==> config.mk <==
export PLATFORM = sky130hd
export DESIGN_NAME = fetch_unit
export DESIGN_NICKNAME = d
export VERILOG_FILES = /design/src/rtl/cpu_pkg.sv /design/src/rtl/fetch_unit.sv
export SDC_FILE = /design/constraint.sdc
export NUM_CORES = 1
export LEC_CHECK = 0
export BUFFER_PORTS_ARGS = -buffer_cell sky130_fd_sc_hd__buf_4
export CORE_ASPECT_RATIO = 1.5
export CORE_MARGIN = 2
export CORE_UTILIZATION = 49
export DETAILED_ROUTE_END_ITERATION = 10
export MAX_ROUTING_LAYER = met4
export PLACE_DENSITY_LB_ADDON = 0.12
export RECOVER_POWER = 100
export SLEW_MARGIN = 10
export SYNTH_ARGS = -nofsm -noshare
export SYNTH_HDL_FRONTEND = slang
export SYNTH_SLANG_ARGS = --single-unit
==> constraint.sdc <==
create_clock -name clk -period 2.3 [get_ports clk]
set_clock_uncertainty 0.15 [all_clocks]
set_input_delay 0.23 -clock clk [delete_from_list [all_inputs] [get_ports clk]]
set_output_delay 0.23 -clock clk [all_outputs]
set_load 0.05 [all_outputs]
==> src/rtl/cpu_pkg.sv <==
// Shared CPU definitions: datapath widths, fetch-state encoding and instruction constants.
`default_nettype none

package cpu_pkg;

  localparam int PC_W   = 8;
  localparam int INSN_W = 16;

  localparam logic [15:0] NOP_CODE = 16'h0000;

  // Halt is recognised by opcode field [15:12] == 0 with bit 9 set.
  localparam logic [3:0]  HLT_OPCODE = 4'b0000;
  localparam int          HLT_BIT    = 9;
  localparam logic [15:0] HLT_CODE   = 16'h0200;

  typedef enum logic [2:0] {
    ST_IDLE  = 3'd0,
    ST_FETCH = 3'd1,
    ST_ISSUE = 3'd2,
    ST_DRAIN = 3'd3,
    ST_HALT  = 3'd4
  } fetch_state_e;

  function automatic logic is_hlt(input logic [15:0] word);
    return (word[15:12] == HLT_OPCODE) && word[HLT_BIT];
  endfunction

endpackage

`default_nettype wire

==> src/rtl/fetch_unit.sv <==
// Instruction fetch stage: PC, imem req/ack sequencing, registered code word to the decoder,
// jump redirects (with drain of an outstanding request) and a sticky halt.
`default_nettype none

module fetch_unit #(
  parameter int                      PC_W     = cpu_pkg::PC_W,
  parameter int                      INSN_W   = cpu_pkg::INSN_W,
  parameter logic [cpu_pkg::PC_W-1:0] RESET_PC = '0
) (
  input  logic              clk,
  input  logic              rst,
  output logic              imem_req,
  output logic [PC_W-1:0]   imem_addr,
  input  logic [INSN_W-1:0] imem_rdata,
  input  logic              imem_ack,
  output logic [INSN_W-1:0] code,
  output logic              code_valid,
  input  logic              code_ready,
  input  logic              flag_hlt,
  input  logic              jmp_taken,
  input  logic [PC_W-1:0]   jmp_target,
  output logic [PC_W-1:0]   pc,
  output logic              halted
);

  import cpu_pkg::*;

  fetch_state_e      state, state_d;
  logic [PC_W-1:0]   pc_d;
  logic [PC_W-1:0]   req_addr, req_addr_d;
  logic [INSN_W-1:0] code_d;
  logic              valid_d;
  logic              halted_d;
  logic              accept;

  always_ff @(posedge clk or posedge rst) begin
    if (rst) begin
      state <= ST_IDLE;
    end else begin
      state <= state_d;
    end
  end

  always_ff @(posedge clk or posedge rst) begin
    if (rst) begin
      pc         <= PC_W'(RESET_PC);
      req_addr   <= PC_W'(RESET_PC);
      code       <= INSN_W'(NOP_CODE);
      code_valid <= 1'b0;
      halted     <= 1'b0;
    end else begin
      pc         <= pc_d;
      req_addr   <= req_addr_d;
      code       <= code_d;
      code_valid <= valid_d;
      halted     <= halted_d;
    end
  end

  always_comb begin
    state_d    = state;
    pc_d       = pc;
    req_addr_d = req_addr;
    code_d     = code;
    valid_d    = code_valid;
    halted_d   = halted;
    accept     = code_valid & code_ready;

    case (state)
      ST_IDLE: begin
        state_d = ST_FETCH;
      end

      ST_FETCH: begin
        if (jmp_taken) begin
          pc_d    = jmp_target;
          valid_d = 1'b0;
          if (imem_ack) begin
            state_d = ST_FETCH;
          end else begin
            // Request still in flight: remember its address so it stays stable until the ack.
            state_d    = ST_DRAIN;
            req_addr_d = pc;
          end
        end else if (imem_ack) begin
          code_d  = imem_rdata;
          valid_d = 1'b1;
          pc_d    = pc + PC_W'(1);
          state_d = ST_ISSUE;
        end
      end

      ST_ISSUE: begin
        if (accept && flag_hlt) begin
          valid_d  = 1'b0;
          halted_d = 1'b1;
          state_d  = ST_HALT;
        end else if (jmp_taken) begin
          pc_d    = jmp_target;
          valid_d = 1'b0;
          state_d = ST_FETCH;
        end else if (accept) begin
          valid_d = 1'b0;
          state_d = ST_FETCH;
        end
      end

      ST_DRAIN: begin
        if (jmp_taken) begin
          pc_d = jmp_target;
        end
        if (imem_ack) begin
          state_d = ST_FETCH;
        end
      end

      ST_HALT: begin
        state_d = ST_HALT;
      end

      default: begin
        state_d = ST_IDLE;
      end
    endcase
  end

  assign imem_req  = (state == ST_FETCH) || (state == ST_DRAIN);
  assign imem_addr = (state == ST_DRAIN) ? req_addr : pc;

endmodule

`default_nettype wire

==> impl_summary.md <==
Synthesis
The area fraction of the dominant cell type after synthesis is 49.87%. The cell accounting for the most synthesized area is sky130_fd_sc_hd__dfrtp_1. The most used flip-flop cell after synthesis is sky130_fd_sc_hd__dfrtp_1. Yosys mapped a number of flops with a built-in enable equal to 0. The mean instance size in the synthesized netlist is 12.30 um^2. By count the netlist is led by 37 x sky130_fd_sc_hd__dfrtp_1, 33 x sky130_fd_sc_hd__mux2_2, 7 x sky130_fd_sc_hd__inv_1, 7 x sky130_fd_sc_hd__o21ai_0. The most common cell in the synthesized netlist is sky130_fd_sc_hd__dfrtp_1. The number of warnings printed during yosys synthesis is 0.

Synthesis handed over a netlist of 151 instances. Of the synthesized area, sequential elements account for 49.87%. The fraction of synthesis flops using an asynchronous set or reset pin is 100.0%. Counting distinct cell types in the post-synthesis netlist gives 40. Counting flops and latches in the post-synthesis netlist gives 37. Sorting the synthesized cells by area gives the leading types as sky130_fd_sc_hd__dfrtp_1 50%, sky130_fd_sc_hd__mux2_2 20%, sky130_fd_sc_hd__a2bb2oi_1 2.8%, sky130_fd_sc_hd__a211oi_1 2.4%, sky130_fd_sc_hd__o21ai_0 1.9%.

Synthesis produced a netlist with a net count of 182. The mapped netlist covers 1857 um^2.

Cells and area
The proportion of layout cells with a drive suffix above 1 is 39.27%. 0 antenna diodes ended up in the layout. The filler cells instantiated in the layout total 334.

The sequential cells in the finished layout cover a total of 927.1 um^2. The signed area change from the synthesized netlist to the final layout is 25.34%. The utilization after layout is 63.79%. The multi-input gate area in the final layout is 838.3 um^2. After the last flow step, the layout net total stands at 249.

Setup path
STA classifies the critical path endpoint as a primary output. The type of the worst setup path is reg2out. The worst setup path is launched from a flip-flop. The endpoint required time on the critical path is 1.92 ns. STA puts the critical path data arrival time at 1.78 ns.

The maximum fanout along the worst path is 9.

Floorplan
The die covers 4308 um^2. The effective utilization at floorplan is 50.89%. The number of I/O pins is 65. The die is 54.26 um wide. The floorplan has 27 rows. The floorplan step set the die height to 79.39 um. The core region is 3649 um^2.

Worst hold path
The worst hold path belongs to the class in2reg.

Global routing
The initial antenna violation count is 0. The overall global routing resource usage is 22.06%. The first global-routing pass estimated 6679 um of wire. The number of global-route vias before repair is 1516. Entering global routing, the biggest net connects 38 pins. Global routing finished with a remaining overflow of 0.

STA
The share of the clock period used by the worst path is 93.96%. Setup violations remaining at the end of the flow were counted as 0. The final-report max-slew violation count is 0. The post-layout worst setup margin is 0.1390 ns.

The hold violation count in the final report was 0. For the pin with the worst max-slew slack, the measured transition is 0.8842 ns. Counting I/O delays and the setup requirement, the final critical path takes 2.161 ns. After routing, the total negative slack on setup checks comes to 0 ns. The normalized max-slew margin is 41.05%.

Static timing analysis puts the maximum clock frequency at 462.7 MHz. Setup repair after global routing left no endpoint under its margin.

Clock network
The clock drives 37 sinks. The clock passes through at most 2 buffers. Clock latency on the worst-skew pair, taken at its later pin, is 0.29 ns. The TritonCTS clock tree is done. The root buffer cell is sky130_fd_sc_hd__clkbuf_8.

The H-tree was split into 2 levels. The number of clock buffers added by TritonCTS is 5. The clock-pin slew on the worst setup and hold paths is 0.07 ns.

Detailed routing
The wire length reported by the detailed router is 4167 um. For this run, design rule violations remaining after detail routing come to 0. The total iterations of the first detailed-routing run is 4. The violation count after the first detailed-routing iteration is 29. The remaining antenna violation count is 0. Dividing the detail-routed wire length by the instance count gives 15.90 um. The detailed router placed 1472 vias in this run. The via-per-instance ratio is 5.618.

Run
The number of max-cap violations is 0.

Place
The total of buffers placed on input and output ports is 64. After legalization and detailed placement, the total HPWL measured 3088 um. Prior to clock tree synthesis, the placed netlist has a worst setup slack of 0.3190 ns. At the end of routability-driven placement, the weighted congestion stood at 0.8113.

Run status
The flow ran to the end, and the final reports show no timing, DRC or antenna violations.
==> kinds of logic after synthesis <==
group           synth area share, %
compound gates                15.09
flops                         49.87
mux                           20.55
simple gates                  9.435
buf+inv                       4.380
fa+ha+maj                    0.6737
==> timing repair <==
action                                  4_1_cts  5_1_grt
hold buffers                                  1        0
setup buffers                                 0        0
hold endpoints to repair                     37        0
endpoints found under the setup margin        0        8
resized for setup                             0        2
==> worst paths after layout <==
kind                                     start            to  slack, ns  depth (start not counted)
worst min register to register          halted        halted       0.32                          1
max in group asynchronous                  rst      state[0]       0.77                          4
min in group asynchronous                  rst        halted       0.62                          4
worst min-delay path            imem_rdata[12]      code[12]       0.03                          2
worst max-delay path                  state[0]  imem_addr[3]       0.14                          4
worst max register to register        state[0]   req_addr[2]       0.19                          4
==> cells in the final DEF (no fill, tap or decap), types with 2 or more instances in the layout <==
cell / synthesis / layout
sky130_fd_sc_hd__a211oi_1: 6 / 6
sky130_fd_sc_hd__a21o_1: 2 / 2
sky130_fd_sc_hd__a21oi_1: 3 / 3
sky130_fd_sc_hd__a2bb2oi_1: 6 / 6
sky130_fd_sc_hd__a41o_1: 2 / 2
sky130_fd_sc_hd__buf_4: 3 / 29
sky130_fd_sc_hd__clkbuf_1: 0 / 28
sky130_fd_sc_hd__clkbuf_2: 0 / 8
sky130_fd_sc_hd__clkbuf_8: 0 / 7
sky130_fd_sc_hd__dfrtp_1: 37 / 36
sky130_fd_sc_hd__inv_1: 7 / 7
sky130_fd_sc_hd__mux2_2: 33 / 33
sky130_fd_sc_hd__nand2_1: 6 / 6
sky130_fd_sc_hd__nand3_1: 2 / 2
sky130_fd_sc_hd__nor2_1: 2 / 3
sky130_fd_sc_hd__nor2b_1: 2 / 3
sky130_fd_sc_hd__nor3_1: 3 / 3
sky130_fd_sc_hd__o21ai_0: 7 / 7
sky130_fd_sc_hd__o2bb2ai_1: 3 / 3
==> through the flow <==
step,cell area [um^2],std cells,hold WS [ns]
after floorplan,1857,151,0.2304
after global placement,2351,253,0.2201
final,2327,262,0.02552
after CTS,2462,262,0.01272
after global routing,2327,262,0.01350
after detailed placement,2351,253,0.2212
==> state kept, by name (all words and copies together), names as in the netlist <==
signal,flops
code,16
pc,8
req_addr,8
state,3
code_valid,1
halted,1
==> final cells by class <==
class                   count  share of cell area, %
clock buffers               7                  4.140
clock inverters             1                 0.2151
inverters                   7                  1.129
multi-input cells         100                  36.02
flip-flops and latches     37                  39.84
well taps                  43                  2.312
repair buffers             67                  16.34
==> per-layer routing <==
metal	GRT usage [%]	routed length, um
met1	24.69	1648
met2	36.99	2213
met3	4.494	221
met4	9.250	83
met5	-	0
==> critical path: stages (launching register included) <==
cell                       delay (ns)
sky130_fd_sc_hd__dfrtp_2         0.48
sky130_fd_sc_hd__nor2b_1         0.18
sky130_fd_sc_hd__nand2_2         0.23
sky130_fd_sc_hd__mux2_2          0.37
sky130_fd_sc_hd__clkbuf_2        0.23
Power is not shown: default switching activity piles up to over one toggle a cycle in this logic, so the estimate is an artifact.
